===== config.mk =====
export PLATFORM = sky130hd
export DESIGN_NAME = dbus_bridge
export DESIGN_NICKNAME = d
export VERILOG_FILES = /design/src/rtl/dbus_pkg.sv /design/src/rtl/dbus_lsu_align.sv /design/src/rtl/dbus_bridge.sv
export SDC_FILE = /design/constraint.sdc
export NUM_CORES = 1
export LEC_CHECK = 0
export ABC_CLOCK_PERIOD_IN_PS = 4750
export CAP_MARGIN = 40
export CORE_AREA = 2 2 82 84
export CTS_BUF_LIST = sky130_fd_sc_hd__clkbuf_16
export DETAILED_ROUTE_END_ITERATION = 8
export DIE_AREA = 0 0 84 86
export PLACE_DENSITY = 0.83
export REMOVE_ABC_BUFFERS = 1
export SKIP_CTS_REPAIR_TIMING = 1
export SLEW_MARGIN = 25
export SYNTH_ARGS = -nofsm -noshare
export SYNTH_HDL_FRONTEND = slang
export SYNTH_HIERARCHICAL = 1
export SYNTH_SLANG_ARGS = --single-unit
export TNS_END_PERCENT = 10

===== constraint.sdc =====
create_clock -name clk -period 4.75 [get_ports clk]
set_clock_uncertainty 0.05 [all_clocks]
set_input_delay 0.95 -clock clk [delete_from_list [all_inputs] [get_ports clk]]
set_output_delay 0.95 -clock clk [all_outputs]
set_load 0.02 [all_outputs]

===== src/rtl/dbus_pkg.sv =====
// dbus_pkg: shared types for the data-bus bridge (access size, bridge state, data word).
package dbus_pkg;

    typedef enum logic [1:0] {
        MSIZE_B = 2'b00,
        MSIZE_H = 2'b01,
        MSIZE_W = 2'b10
    } msize_t;

    typedef enum logic {
        IDLE = 1'b0,
        DATA = 1'b1
    } dbus_state_t;

    typedef logic [31:0] word_t;

endpackage


===== src/rtl/dbus_lsu_align.sv =====
// dbus_lsu_align: combinational store-lane formatting and load extract/extend.
// Ports: addr_i (byte offset), size_i (msize_t), uns_i (zero-extend), wdata_i/rdata_i (raw data),
//        wstrb_o (byte enables), wdata_o (lane-replicated store data), rdata_o (extended load data).
module dbus_lsu_align
    import dbus_pkg::*;
(
    input  logic [1:0] addr_i,
    input  logic [1:0] size_i,
    input  logic       uns_i,
    input  word_t      wdata_i,
    input  word_t      rdata_i,
    output logic [3:0] wstrb_o,
    output word_t      wdata_o,
    output word_t      rdata_o
);

    logic [7:0]  b;
    logic [15:0] h;

    always_comb begin
        b       = rdata_i[{addr_i, 3'b000} +: 8];
        h       = addr_i[1] ? rdata_i[31:16] : rdata_i[15:0];
        wstrb_o = size_i == MSIZE_B ? 4'b0001 << addr_i :
                  size_i == MSIZE_H ? (addr_i[1] ? 4'b1100 : 4'b0011) : 4'b1111;
        wdata_o = size_i == MSIZE_B ? {4{wdata_i[7:0]}} :
                  size_i == MSIZE_H ? {2{wdata_i[15:0]}} : wdata_i;
        rdata_o = size_i == MSIZE_B ? {{24{~uns_i & b[7]}}, b} :
                  size_i == MSIZE_H ? {{16{~uns_i & h[15]}}, h} : rdata_i;
    end

endmodule


===== src/rtl/dbus_bridge.sv =====
// dbus_bridge: turns the M-stage load/store into one req/addr_ok + data_ok transaction on the data bus.
// Ports: clk, resetn (async active-low); M-stage side m_memread/m_memwrite/m_addr/m_size/m_unsigned/m_wdata
//        in, m_rdata/d_data_ok/m_adel/m_ades out; bus side data_req/data_wr/data_size/data_addr/data_wstrb/
//        data_wdata out, data_addr_ok/data_rdata/data_data_ok in.
// Optional: DBUS_ALIGN_CHECK_EN suppresses misaligned H/W accesses and flags m_adel/m_ades instead.
module dbus_bridge
    import dbus_pkg::*;
#(
    parameter int ADDR_WIDTH = 32
) (
    input  logic                  clk,
    input  logic                  resetn,
    input  logic                  m_memread,
    input  logic                  m_memwrite,
    input  logic [ADDR_WIDTH-1:0] m_addr,
    input  logic [1:0]            m_size,
    input  logic                  m_unsigned,
    input  word_t                 m_wdata,
    output word_t                 m_rdata,
    output logic                  d_data_ok,
    output logic                  m_adel,
    output logic                  m_ades,
    output logic                  data_req,
    output logic                  data_wr,
    output logic [1:0]            data_size,
    output logic [ADDR_WIDTH-1:0] data_addr,
    output logic [3:0]            data_wstrb,
    output word_t                 data_wdata,
    input  logic                  data_addr_ok,
    input  word_t                 data_rdata,
    input  logic                  data_data_ok
);

    dbus_state_t state_q, state_d;
    logic        memop, mis, issue, done;
    logic [3:0]  wstrb;
    word_t       rdata_x;

    assign memop = m_memread | m_memwrite;
`ifdef DBUS_ALIGN_CHECK_EN
    assign mis = (m_size == MSIZE_H && m_addr[0]) || (m_size == MSIZE_W && m_addr[1:0] != 2'b00);
`else
    assign mis = 1'b0;
`endif
    // resetn gates the combinational outputs so they read as reset values while reset is held
    assign issue = resetn & memop & ~mis;
    assign done  = resetn & (state_q == DATA) & data_data_ok;

    always_ff @(posedge clk or negedge resetn) begin
        if (!resetn) state_q <= IDLE;
        else         state_q <= state_d;
    end

    always_comb begin
        state_d  = state_q;
        data_req = 1'b0;
        if (state_q == IDLE) begin
            data_req = issue;
            if (issue && data_addr_ok) state_d = DATA;
        end else if (data_data_ok) begin
            state_d = IDLE;
        end
    end

    dbus_lsu_align u_align (
        .addr_i  (m_addr[1:0]),
        .size_i  (m_size),
        .uns_i   (m_unsigned),
        .wdata_i (m_wdata),
        .rdata_i (data_rdata),
        .wstrb_o (wstrb),
        .wdata_o (data_wdata),
        .rdata_o (rdata_x)
    );

    // the op stays in M while outstanding, so in DATA issue is 1 and completion alone decides
    assign d_data_ok  = ~issue | done;
    assign m_rdata    = (done & m_memread) ? rdata_x : 32'h0;
    assign m_adel     = resetn & m_memread & mis;
    assign m_ades     = resetn & m_memwrite & mis;
    assign data_wr    = m_memwrite;
    assign data_size  = m_size;
    assign data_addr  = m_addr;
    assign data_wstrb = m_memwrite ? wstrb : 4'b0000;

    // a response with nothing outstanding is a slave protocol error
    assert property (@(posedge clk) disable iff (!resetn) !(state_q == IDLE && data_data_ok));

endmodule


Word level (Yosys, flattened, before mapping)
Cells that the tools add are included.
W data, S select, Z words.
{"block": "word_totals", "ff_bits": 1, "latch_bits": 0, "mem_bits_rw": 0, "rom_bits": 0, "wordCells": 30, "memories": 0}
{"block": "classes", "add_sub_neg": 0, "multipliers": 0, "n_div": 0, "n_lt_le_gt_ge": 0, "eq_ne": 1, "shifts": 2, "muxes": 14, "bitwise": 10, "n_reduce_logical": 2}
{"op": "$mux W32", "count": 5}
{"op": "$shiftx A32 B6 Y8", "count": 1}
{"op": "$mux W16", "count": 1}
{"op": "$mux W4", "count": 4}
{"op": "$and A1 B1 Y1", "count": 6}
{"op": "$mux W1", "count": 4}
{"op": "$shl A1 B2 Y4 const A", "count": 1}
{"op": "$eq A2 B1 Y1 const B", "count": 1}
{"op": "$logic_not A2 Y1", "count": 1}
{"op": "$not A1 Y1", "count": 2}
{"op": "$or A1 B1 Y1", "count": 2}
{"op": "$logic_and A1 B1 Y1", "count": 1}

Logic depth before layout (Yosys ltp)
{"block": "logic_depth", "ltp_word": 5, "mapped_depth": 7, "ltp_nobuf": 5}

Hierarchy
Netlist, hierarchy kept.
{"mod": "dbus_lsu_align", "n_inst": 1, "cells_per_inst": 189, "area_per_inst_um2": 1311.3, "seq_area_each_um2": 0.0}
{"mod": "dbus_bridge", "n_inst": 1, "cells_per_inst": 87, "area_per_inst_um2": 615.6, "seq_area_each_um2": 25.0}

Worst setup path after synthesis
No wires, ideal clock.
{"block": "synth_timing", "path_kind": "input-to-output", "startpoint": "input m_addr[0]", "endpoint": "output m_rdata[14]", "arrival_time_ns": 2.049, "required_ns": 3.750, "path_slack_ns": 1.701, "path_stages": 6, "path_buffers": 2, "cell_sequence": "buf_6 > mux2_4 > a22oi_4 > buf_6 > o211ai_1 > and2_1"}
{"block": "synth_via", "elab_chain_len": 4}
{"element": "from (decl)", "line_no": "dbus_bridge.sv:15", "text": "input logic [ADDR_WIDTH-1:0] m_addr,"}
{"element": "$shiftx A32 B6 Y8", "line_no": "dbus_lsu_align.sv:21", "text": "b = rdata_i[{addr_i, 3'b000} +: 8];"}
{"element": "$and A1 B1 Y1", "line_no": "dbus_lsu_align.sv:27", "text": "rdata_o = size_i == MSIZE_B ? {{24{~uns_i & b[7]}}, b} :"}
{"element": "$mux W32", "line_no": "dbus_lsu_align.sv:27"}
{"element": "net rdata_x[14]", "line_no": "dbus_bridge.sv:37", "text": "word_t rdata_x;"}
{"element": "$mux W32", "line_no": "dbus_bridge.sv:78", "text": "assign m_rdata = (done & m_memread) ? rdata_x : 32'h0;"}
{"element": "to (decl)", "line_no": "dbus_bridge.sv:19", "text": "output word_t m_rdata,"}
The timed path passes the listed nets, and every way through them passes these cells.

Final worst setup path
{"block": "layout_timing", "startpoint": "input m_addr[1]", "endpoint": "output m_rdata[16]"}
{"block": "layout_via", "elab_chain_len": 5, "elab_cells_between_ends": 7}
{"element": "branches (longest 3 deep; another with $shiftx A32 B6 Y8)"}
{"element": "$mux W32 *", "line_no": "dbus_lsu_align.sv:27"}
{"element": "net rdata_x[16]", "line_no": "dbus_bridge.sv:37"}
{"element": "$mux W32 *", "line_no": "dbus_bridge.sv:78"}
Mark *: on every way through the listed nets, which the timed path passes.

==> impl_metrics.env <==
export IMPL_rsz0062_at_grt="no"
export IMPL_die_height_um=86
export IMPL_setup_viol=0
export IMPL_syn_to_final_growth_pct=60.00
export IMPL_fillers=615
export IMPL_whs_path_depth=2
export IMPL_viasPerCell=5.170
export IMPL_wire_per_inst_um=18.15
export IMPL_dr_pass1_iters=4
export IMPL_worstPathCellList="clkdlybuf4s50_1 > mux2_4 > a31oi_4 > o22ai_1 > and2_1 > clkdlybuf4s50_1"
export IMPL_top_usage_layer="met2"
export IMPL_min_path_type="flop to flop"
export IMPL_grt_pass1_wl_mm=11.90
export IMPL_largest_register="state_q"
export IMPL_yosys_warnings=6
export IMPL_crit_required_ns=3.75
export IMPL_ys_types=36
export IMPL_critPathMaxFanout=16
export IMPL_path_clk_slew_ns=0
export IMPL_ant_nets=0
export IMPL_num_vias=2311
export IMPL_setup_worst_path_start_class="primary input"
export IMPL_initial_utilization_pct=30.70
export IMPL_ff2ff_setup_slack_ns=3.88
export IMPL_hold_viol_final=0
export IMPL_grt_max_degree=36
export IMPL_critPathMaxStageDelay_ns=0.64
export IMPL_synth_area_top_cells="buf_4, mux2i_1, and2_1, nand2_1, nor2b_1"
export IMPL_num_io_pins=212
export IMPL_status="finished clean"
export IMPL_hp_start="state_q"
export IMPL_yosys_most_used_dff="dfrtp_1"
export IMPL_dr_first_iter_drc_count=75
export IMPL_final_cells=447
export IMPL_grt_usage_pct=20.51
export IMPL_clk_latency_ns=0
export IMPL_gp_congestion=0.8144
export IMPL_dp_cells=444
export IMPL_synthTopCellsByCount="buf_4, nand2_1, and2_1"
export IMPL_p_leak_nw=1.259
export IMPL_grt_pass1_vias=2281
export IMPL_synth_edff_count=0
export IMPL_end_kind="output port"
export IMPL_met1_usage_pct=24.84
export IMPL_io_buffers=149
export IMPL_top_regs="state_q: 1 flops"
export IMPL_hold_slack_ns=0.5755
export IMPL_yosys_area_top_type_share_pct=18.31
export IMPL_synth_area_sq_um=1927
export IMPL_placed_area_sq_um=3075
export IMPL_drt_wl_total_mm=8.112
export IMPL_min_to="state_q"
export IMPL_r2r_start="state_q"
export IMPL_yosysMostFrequentCell="buf_4"
export IMPL_relSlewSlack_pct=61.78
export IMPL_syn_inst=276
export IMPL_grtUsageMet2_pct=34.11
export IMPL_period_minus_slack_ns=4.309
export IMPL_grt_overflow=0
export IMPL_worst_slew_pin_slew_ns=0.5733
export IMPL_ys_ff_latch=1
export IMPL_synth_area_leader_cell="buf_4"
export IMPL_tns_ns=0
export IMPL_dpl_hpwl_mm=6.495
export IMPL_fin_crit_sh_pct=90.71
export IMPL_finalInstanceArea_sq_um=3083
export IMPL_drv_slew=0
export IMPL_synth_avg_cell_area_sq_um=6.981
export IMPL_r2r_cells=2
export IMPL_cpMostUsedCell="clkdlybuf4s50_1"
export IMPL_cp_arrival_ns=3.31
export IMPL_nets=474
export IMPL_vdd_drop_max_mv=0.06022
export IMPL_largest_register_ffs=1
export IMPL_core_area_sq_um=6277
export IMPL_startpoint="m_addr[1]"
export IMPL_drv_cap=0
export IMPL_critPathSlowestCell="clkdlybuf4s50_1"
export IMPL_crit_type="primary input to output port"
export IMPL_die_area_sq_um=7224
export IMPL_met3_usage_pct=10.11
export IMPL_p_per_area_nw_per_um2=98.78
export IMPL_async_reset_ff_share_pct=100.0
export IMPL_reg2reg_to="state_q"
export IMPL_rows=29
export IMPL_synth_seq_area_share_pct=1.299
export IMPL_clock_fmax_ghz=0.2321
export IMPL_antenna_found_initial=0
export IMPL_die_width_um=84
export IMPL_drc=0
export IMPL_drive_above_1_share_pct=7.902
-- cell families (layout without fill, tap and decap cells) --
group / after synthesis / count (layout) / synth area share (%)
AO/OA/AOI/OAI: 47 / 47 / 18.05
flip-flops: 1 / 1 / 1.298
other: 1 / 5 / 0.1946
AND/OR/NAND/NOR: 122 / 122 / 33.25
buffers and inverters: 70 / 160 / 26.43
multiplexers: 35 / 35 / 20.78
-- placed cells by master, fill, tap and decap left out, drive strengths merged, types with 4 or more instances in the layout --
master,instances
mux2i,22
o211ai,4
o22ai,18
nand2,41
o21bai,4
and2,36
a221o,5
nor2,12
o21ai,10
buf,9
nor2b,19
mux2,11
nand3,5
clkdlybuf4s50,148
-- power by group --
part,total (W),internal [W],switching [W]
sequential,0.0000109,0.00000959,0.00000132
clock,0.0000000000848,0.0000000000848,0
combinational,0.000294,0.000158,0.000136
-- critical path: cells and delay by family --
family,cells,cell delay (ns)
and+or+nand+nor,1,0.17
AOI/OAI and AO/OA,2,0.66
muxes,1,0.35
buffers and inverters,2,1.17
-- worst max-delay path by stage --
stage	to	slack (ns)	cells after the start
2_1_floorplan	m_rdata[11]	1.61	4
3_3_place_gp	m_rdata[21]	0.51	6
3_5_place_dp	m_rdata[31]	0.46	7
4_1_cts	m_rdata[31]	0.45	7
5_1_grt	m_rdata[7]	0.31	7
6_report	m_rdata[16]	0.44	6
-- layout make-up --
| class | instances | area (sq um) | share of cell area (%) |
|---|---|---|---|
| flip-flops and latches | 1 | 25.02 | 0.8117 |
| multi-input cells | 206 | 1396 | 45.29 |
| repair buffers | 157 | 1546 | 50.16 |
| diodes | 3 | 7.507 | 0.2435 |
| well taps | 77 | 96.34 | 3.125 |
| inverters | 3 | 11.26 | 0.3653 |
-- metal layers --
metal / wire length, um / up-vias / part of all wire [%]
met2: 3588 / 168 / 44
met4: 29 / 2 / 0.36
met3: 1106 / 6 / 14
met1: 3339 / 1050 / 41
li1: - / 1085 / -
met5: 49 / - / 0.60
-- per-stage QoR --
stage               util, %  worst slack [ns]  total power [W]
global placement      48.99            0.5069        0.0003003
detailed placement    48.99            0.4561        0.0003027
CTS                   48.99            0.4498        0.0003048
floorplan                 -             1.613        0.0001304
finish                49.11            0.4415        0.0003045
global route          48.99            0.3074        0.0003242
(Power assumes the default switching activity.)
